**src/rtl/uart_frame_loader_pkg.sv**
```systemverilog
// Shared definitions for the UART frame loader: sequencer states and frame constants.
// Also imported by the UART transmitter side for the common timeout counter.
package uart_frame_loader_pkg;

  typedef enum logic [2:0] {
    LDR_SYNC     = 3'd0,
    LDR_LO       = 3'd1,
    LDR_HI       = 3'd2,
    LDR_CSUM     = 3'd3,
    LDR_START    = 3'd4,
    LDR_WAIT_FFT = 3'd5
  } ldr_state_t;

  localparam logic [7:0] LDR_SYNC_BYTE_DEF = 8'hA5;
  localparam int         LDR_N_SAMPLES_DEF = 16;
  localparam int         LDR_ADDR_W_DEF    = 4;
  localparam int         LDR_TIMEOUT_DEF   = 1024;
  localparam int         LDR_SAMPLE_W      = 16;

  // States in which a frame is partially received and the inter-byte timeout runs.
  function automatic logic ldr_in_frame(input ldr_state_t s);
    return (s == LDR_LO) || (s == LDR_HI) || (s == LDR_CSUM);
  endfunction

endpackage

```
**src/rtl/uart_timeout_cnt.sv**
```systemverilog
// Inter-byte timeout: reloads on a strobe, gives a single terminal pulse when
// TIMEOUT enabled cycles elapse without a strobe.
module uart_timeout_cnt #(
  parameter int TIMEOUT = 1024
) (
  input  logic clk,
  input  logic rst,
  input  logic i_en,
  input  logic i_reload,
  output logic o_expire
);

  localparam int              CNT_W = $clog2(TIMEOUT + 1);
  localparam logic [CNT_W-1:0] TERM = CNT_W'(TIMEOUT - 1);
  localparam logic [CNT_W-1:0] SAT  = CNT_W'(TIMEOUT);

  logic [CNT_W-1:0] r_cnt;

  // Saturating past TERM keeps the terminal pulse to one cycle if the user stays enabled.
  always_ff @(posedge clk or posedge rst) begin
    if (rst) begin
      r_cnt <= '0;
    end else if (!i_en || i_reload) begin
      r_cnt <= '0;
    end else if (r_cnt != SAT) begin
      r_cnt <= r_cnt + CNT_W'(1);
    end
  end

  // A strobe in the expiry cycle wins over the timeout.
  assign o_expire = i_en && !i_reload && (r_cnt == TERM);

endmodule

```
**src/rtl/uart_frame_loader.sv**
```systemverilog
// Frame sequencer between the UART receiver and the FFT sample buffer: header sync,
// byte-pair packing into samples, XOR checksum, FFT start and hold-off while it runs.
module uart_frame_loader
  import uart_frame_loader_pkg::*;
#(
  parameter int         N_SAMPLES = LDR_N_SAMPLES_DEF,
  parameter int         ADDR_W    = LDR_ADDR_W_DEF,
  parameter logic [7:0] SYNC_BYTE = LDR_SYNC_BYTE_DEF,
  parameter int         TIMEOUT   = LDR_TIMEOUT_DEF
) (
  input  logic                    clk_uart,
  input  logic                    rst,
  input  logic [7:0]              rx_byte_i,
  input  logic                    rx_valid_i,
  output logic                    rx_enable_o,
  output logic                    wr_en_o,
  output logic [ADDR_W-1:0]       wr_addr_o,
  output logic [LDR_SAMPLE_W-1:0] wr_data_o,
  output logic                    fft_start_o,
  input  logic                    fft_busy_i,
  output logic                    frame_err_o,
  output logic [7:0]              frame_cnt_o
);

  localparam logic [ADDR_W-1:0] LAST_IDX = ADDR_W'(N_SAMPLES - 1);

  ldr_state_t r_state, w_state_nxt;
  logic                    r_wait_armed, w_wait_armed_nxt;
  logic [ADDR_W-1:0]       r_idx, w_idx_nxt;
  logic [7:0]              r_csum, w_csum_nxt;
  logic [7:0]              r_lo, w_lo_nxt;
  logic                    r_rx_enable, w_rx_enable_nxt;
  logic                    r_wr_en, w_wr_en_nxt;
  logic [ADDR_W-1:0]       r_wr_addr, w_wr_addr_nxt;
  logic [LDR_SAMPLE_W-1:0] r_wr_data, w_wr_data_nxt;
  logic                    r_fft_start, w_fft_start_nxt;
  logic                    r_frame_err, w_frame_err_nxt;
  logic [7:0]              r_frame_cnt, w_frame_cnt_nxt;

  logic w_byte;
  logic w_in_frame;
  logic w_expire;

  // Bytes offered while reception is disabled are dropped here.
  assign w_byte     = rx_valid_i && r_rx_enable;
  assign w_in_frame = ldr_in_frame(r_state);

  uart_timeout_cnt #(
    .TIMEOUT (TIMEOUT)
  ) u_timeout (
    .clk      (clk_uart),
    .rst      (rst),
    .i_en     (w_in_frame),
    .i_reload (w_byte),
    .o_expire (w_expire)
  );

  always_comb begin
    w_state_nxt      = r_state;
    w_wait_armed_nxt = r_wait_armed;
    w_idx_nxt        = r_idx;
    w_csum_nxt       = r_csum;
    w_lo_nxt         = r_lo;
    w_wr_en_nxt      = 1'b0;
    w_wr_addr_nxt    = r_wr_addr;
    w_wr_data_nxt    = r_wr_data;
    w_fft_start_nxt  = 1'b0;
    w_frame_err_nxt  = 1'b0;
    w_frame_cnt_nxt  = r_frame_cnt;

    unique case (r_state)
      LDR_SYNC: begin
        if (w_byte && (rx_byte_i == SYNC_BYTE)) begin
          w_state_nxt = LDR_LO;
          w_idx_nxt   = '0;
          w_csum_nxt  = 8'h00;
        end
      end

      LDR_LO: begin
        if (w_byte) begin
          w_lo_nxt    = rx_byte_i;
          w_csum_nxt  = r_csum ^ rx_byte_i;
          w_state_nxt = LDR_HI;
        end else if (w_expire) begin
          w_frame_err_nxt = 1'b1;
          w_state_nxt     = LDR_SYNC;
        end
      end

      LDR_HI: begin
        if (w_byte) begin
          w_wr_en_nxt   = 1'b1;
          w_wr_addr_nxt = r_idx;
          w_wr_data_nxt = {rx_byte_i, r_lo};
          w_csum_nxt    = r_csum ^ rx_byte_i;
          if (r_idx == LAST_IDX) begin
            w_state_nxt = LDR_CSUM;
          end else begin
            w_idx_nxt   = r_idx + ADDR_W'(1);
            w_state_nxt = LDR_LO;
          end
        end else if (w_expire) begin
          w_frame_err_nxt = 1'b1;
          w_state_nxt     = LDR_SYNC;
        end
      end

      LDR_CSUM: begin
        if (w_byte) begin
          if (rx_byte_i == r_csum) begin
            // Start pulse and count update land in the START cycle itself.
            w_fft_start_nxt = 1'b1;
            w_frame_cnt_nxt = r_frame_cnt + 8'd1;
            w_state_nxt     = LDR_START;
          end else begin
            w_frame_err_nxt = 1'b1;
            w_state_nxt     = LDR_SYNC;
          end
        end else if (w_expire) begin
          w_frame_err_nxt = 1'b1;
          w_state_nxt     = LDR_SYNC;
        end
      end

      LDR_START: begin
        w_wait_armed_nxt = 1'b0;
        w_state_nxt      = LDR_WAIT_FFT;
      end

      LDR_WAIT_FFT: begin
        // The first cycle gives the FFT time to raise busy before it is trusted.
        if (!r_wait_armed) begin
          w_wait_armed_nxt = 1'b1;
        end else if (!fft_busy_i) begin
          w_wait_armed_nxt = 1'b0;
          w_state_nxt      = LDR_SYNC;
        end
      end

      default: begin
        w_state_nxt = LDR_SYNC;
      end
    endcase

    w_rx_enable_nxt = (w_state_nxt != LDR_START) && (w_state_nxt != LDR_WAIT_FFT);
  end

  always_ff @(posedge clk_uart or posedge rst) begin
    if (rst) begin
      r_state      <= LDR_SYNC;
      r_wait_armed <= 1'b0;
      r_idx        <= '0;
      r_csum       <= 8'h00;
      r_lo         <= 8'h00;
      r_rx_enable  <= 1'b1;
      r_wr_en      <= 1'b0;
      r_wr_addr    <= '0;
      r_wr_data    <= '0;
      r_fft_start  <= 1'b0;
      r_frame_err  <= 1'b0;
      r_frame_cnt  <= 8'h00;
    end else begin
      r_state      <= w_state_nxt;
      r_wait_armed <= w_wait_armed_nxt;
      r_idx        <= w_idx_nxt;
      r_csum       <= w_csum_nxt;
      r_lo         <= w_lo_nxt;
      r_rx_enable  <= w_rx_enable_nxt;
      r_wr_en      <= w_wr_en_nxt;
      r_wr_addr    <= w_wr_addr_nxt;
      r_wr_data    <= w_wr_data_nxt;
      r_fft_start  <= w_fft_start_nxt;
      r_frame_err  <= w_frame_err_nxt;
      r_frame_cnt  <= w_frame_cnt_nxt;
    end
  end

  assign rx_enable_o = r_rx_enable;
  assign wr_en_o     = r_wr_en;
  assign wr_addr_o   = r_wr_addr;
  assign wr_data_o   = r_wr_data;
  assign fft_start_o = r_fft_start;
  assign frame_err_o = r_frame_err;
  assign frame_cnt_o = r_frame_cnt;

endmodule

```
**config.mk**
```make
export PLATFORM = sky130hd
export DESIGN_NAME = uart_frame_loader
export DESIGN_NICKNAME = d
export VERILOG_FILES = /design/src/rtl/uart_frame_loader_pkg.sv /design/src/rtl/uart_timeout_cnt.sv /design/src/rtl/uart_frame_loader.sv
export SDC_FILE = /design/constraint.sdc
export NUM_CORES = 1
export LEC_CHECK = 0
export BUFFER_PORTS_ARGS = -buffer_cell sky130_fd_sc_hd__buf_2
export CORE_MARGIN = 3
export CORE_UTILIZATION = 60
export CTS_CLUSTER_DIAMETER = 100
export DETAILED_ROUTE_END_ITERATION = 12
export MAX_ROUTING_LAYER = met4
export PLACE_DENSITY = 0.93
export SYNTH_ARGS = -nofsm -noshare
export SYNTH_HDL_FRONTEND = slang
export SYNTH_SLANG_ARGS = --single-unit
```
**constraint.sdc**
```tcl
create_clock -name clk_uart -period 4.02 [get_ports clk_uart]
set_clock_uncertainty 0.2 [all_clocks]
set_input_delay 0.402 -clock clk_uart [delete_from_list [all_inputs] [get_ports clk_uart]]
set_output_delay 0.402 -clock clk_uart [all_outputs]
set_load 0.05 [all_outputs]
```
==> results.tsv <==
stage	metric	value	unit
timing	Highest Clock Rate	404	MHz
pwr	share of power burned in registers	0.426	
timing	Least-Margin Pin Slew	0.878	ns
setup_path	FF-to-FF setup slack	1.54	ns
layout	area used by multi-input combinational logic	1360	sq um
setup_path	CP arrival	2.50	ns
setup_path	CP Capture Type	flop	
routing	antenna viol nets, final	0	
cts	root buffer cell	clkbuf_8	
global_route	vias in the first global route	2343	
pwr	Max VDD drop	0.483	mV
pwr	sw power	944	uW
pwr	combinational share of power	0.351	
synthesis	syn_nets	291	
synthesis	Adder-Cell Fraction of Synth Area	0.0161	
cts	post-CTS setup buffers	0	
synthesis	synthesized flop and latch total	67	
setup_path	crit path kind	reg -> reg	
floorplan	IO Pins	44	
layout	commonest non-fill, non-tap cells in the layout	66 x dfrtp_1, 43 x buf_2, 32 x nand2_1	
timing	Final period util	0.616	
floorplan	# rows	25	
synthesis	synthesized instance count	275	
synthesis	largest family of logic cells by synthesized area	simple AND/OR/NAND/NOR gates	
setup_path	Reg2Reg Depth	5	
pwr	Power Dens Cells	673	nW/um^2
synthesis	Synth warnings	0	
routing	wire length per cell	17.0	um
global_route	largest net degree at the start of global routing	43	
synthesis	EDFF count, synth	0	
floorplan	die width	78.0	um
pwr	Cell Int Power	1450	uW
place	dpl cell area	3370	sq um
cts	CTS tree	built	
place	Port Buffers	43	
timing	Tmin final	2.48	ns
routing	vias	2290	
synthesis	multiplexer share of the synthesized area	0.0829	
cts	CTS clock-pin slew for the worst setup and hold paths	0.07	ns
cts	Clock Latency Late Sink	0.34	ns
synthesis	simple-gate area share of the yosys netlist	0.204	
cts	CTS sink cnt	67	
synthesis	share of the yosys chip area belonging to registers	0.540	
place	HPWL after DPL	4.52	mm
cts	Post-CTS Resized	0	
cts	H-tree depth	3	
place	Final GP Congestion	0.854	
timing	max-slew violation count	0	
setup_path	startpoint types	flop	
global_route	gr usage total	0.252	
pwr	Leak Pwr	0.00169	uW
synthesis	Syn Area/Cell	11.3	sq um
routing	DR DRC count	0	
synthesis	Compound-Gate Fraction of Synth Area	0.0640	
synthesis	Distinct cells, synth	43	
synthesis	ys async rst share	1.00	
timing	setup TNS	0	ns
timing	Worst slew margin	0.413	
min_path	Min-Delay Path Class	in -> async	
setup_path	worst-path maximum fanout	19	
layout	Post-Layout Inst Area	3550	sq um
cts	CTS buffer count	9	
pwr	Sw Share	0.395	
synthesis	synthesized area	3110	sq um
routing	drt pass-1 iters	4	
floorplan	die area	6080	sq um
layout	NumNets Final	338	
cts	Hold Buf Count CTS	0	
synthesis	Post-Synth XOR/XNOR Area	0.0704	
synthesis	commonest register cell after synthesis	dfrtp_1	
timing	final hold vios	0	
routing	DR vias/cell	5.84	
layout	Area growth syn-to-layout	14.2	%
status	status	complete, no violations	
floorplan	Die Ht	78.0	um
run	max cap viols	0	
layout	diode count	0	
global_route	global-route wire length before repair	11.5	mm
cts	CTS Buffer Depth	2	
timing	Final Setup Violations	0	
routing	DRT iter0 DRCs	178	
layout	Layout Cells excl Fill	392	
layout	share of layout cells above drive strength 1	0.268	
layout	register area	1680	sq um
pwr	clock power share	0.223	
place	Placed Instances	378	
routing	final WL	6.66	mm
floorplan	Core ar.	4880	sq um
setup_path	Worst EP required	4.05	ns
timing	RSZ-0062 raised after global routing	no	
floorplan	initial core utilization	0.637	
layout	most common cell after layout, fill and taps aside	dfrtp_1	
global_route	initial antenna violation count	0	
layout	filler instances	345	
global_route	total gr overflow	0	
==> power groups by stage <==
stage / clock [uW] / sequential (uW) / combinational [uW]
6_report: 534 / 1020 / 838
2_1_floorplan: 0 / 1300 / 351
5_1_grt: 571 / 1040 / 887
4_1_cts: 542 / 1020 / 842
3_5_place_dp: 0 / 1020 / 834
3_3_place_gp: 0 / 1000 / 804
==> critical path, cell delays in order (launching register included) <==
cell     delay, ns
dfrtp_1       0.54
nor3b_2       0.35
nand2_1       0.36
inv_2         0.41
o21ai_0       0.20
mux2_2        0.29
==> per-layer routing <==
layer | GRT usage | vias to the layer above | share of wire
met5 | - | - | 0
met4 | 0.0717 | 0 | 0.014
met3 | 0.0719 | 13 | 0.045
met2 | 0.409 | 61 | 0.52
met1 | 0.309 | 1150 | 0.42
li1 | - | 1066 | -
==> cell type report <==
cell class | count | share of cell area
flip-flops and latches | 67 | 0.473
inverters | 7 | 0.00740
clock buffers | 11 | 0.0398
multi-input cells | 193 | 0.383
clock inverters | 3 | 0.0113
well taps | 67 | 0.0236
repair buffers | 44 | 0.0627
==> final timing paths <==
path,start,to
max,r_state[0],r_idx[0]
min,rst,u_timeout.r_cnt[5]
max reg2reg,r_state[0],r_idx[0]
min reg2reg,r_lo[6],wr_data_o[6]
max in group asynchronous,rst,rx_enable_o
min in group clk_uart,rx_byte_i[4],wr_data_o[12]
==> flip-flops by register name (all words and copies together) (netlist names) <==
name / cells
r_state: 3
r_csum: 8
r_wait_armed: 1
r_idx: 4
wr_addr_o: 4
u_timeout.r_cnt: 11
frame_cnt_o: 8
wr_en_o: 1
fft_start_o: 1
wr_data_o: 16
r_lo: 8
rx_enable_o: 1
frame_err_o: 1
==> cells in the mapped netlist, types with 2 or more instances <==
cell      count  area, sq um
a21oi_1       7         35.0
nor4_1        9         56.3
inv_1         6         22.5
dfrtp_1      66         1650
ha_1          4         50.1
mux2_2       21          236
clkbuf_1      2         7.51
nand2_1      32          120
buf_2         4         20.0
xor2_1       11         96.3
a22o_1        3         26.3
and3_1        3         18.8
nor3_1        2         10.0
nor2_1       15         56.3
nor3b_1      11         82.6
xnor2_1      14          123
nand3_1      10         50.1
o21ai_0       5         25.0
a221o_1       8         80.1
nand2b_1      2         12.5
nor2b_1      11         68.8
or3_1         3         18.8
nand4_1       6         37.5
==> through the flow <==
step	hold WS, ns	total power (uW)	util	setup WS [ns]
after floorplan	0.233	1650	-	1.74
after global placement	0.247	1810	0.691	1.79
after detailed placement	0.251	1860	0.691	1.61
after CTS	0.0681	2400	0.728	1.59
after global routing	0.118	2500	0.728	1.37
final	0.0435	2390	0.728	1.54
==> cell families after synthesis <==
group | Yosys count
AO/OA/AOI/OAI | 27
XOR/XNOR | 25
multiplexers | 23
adder cells (fa/ha/maj) | 4
buffers and inverters | 15
AND/OR/NAND/NOR | 114
flip-flops | 67
Power figures use the tool's default switching activity.
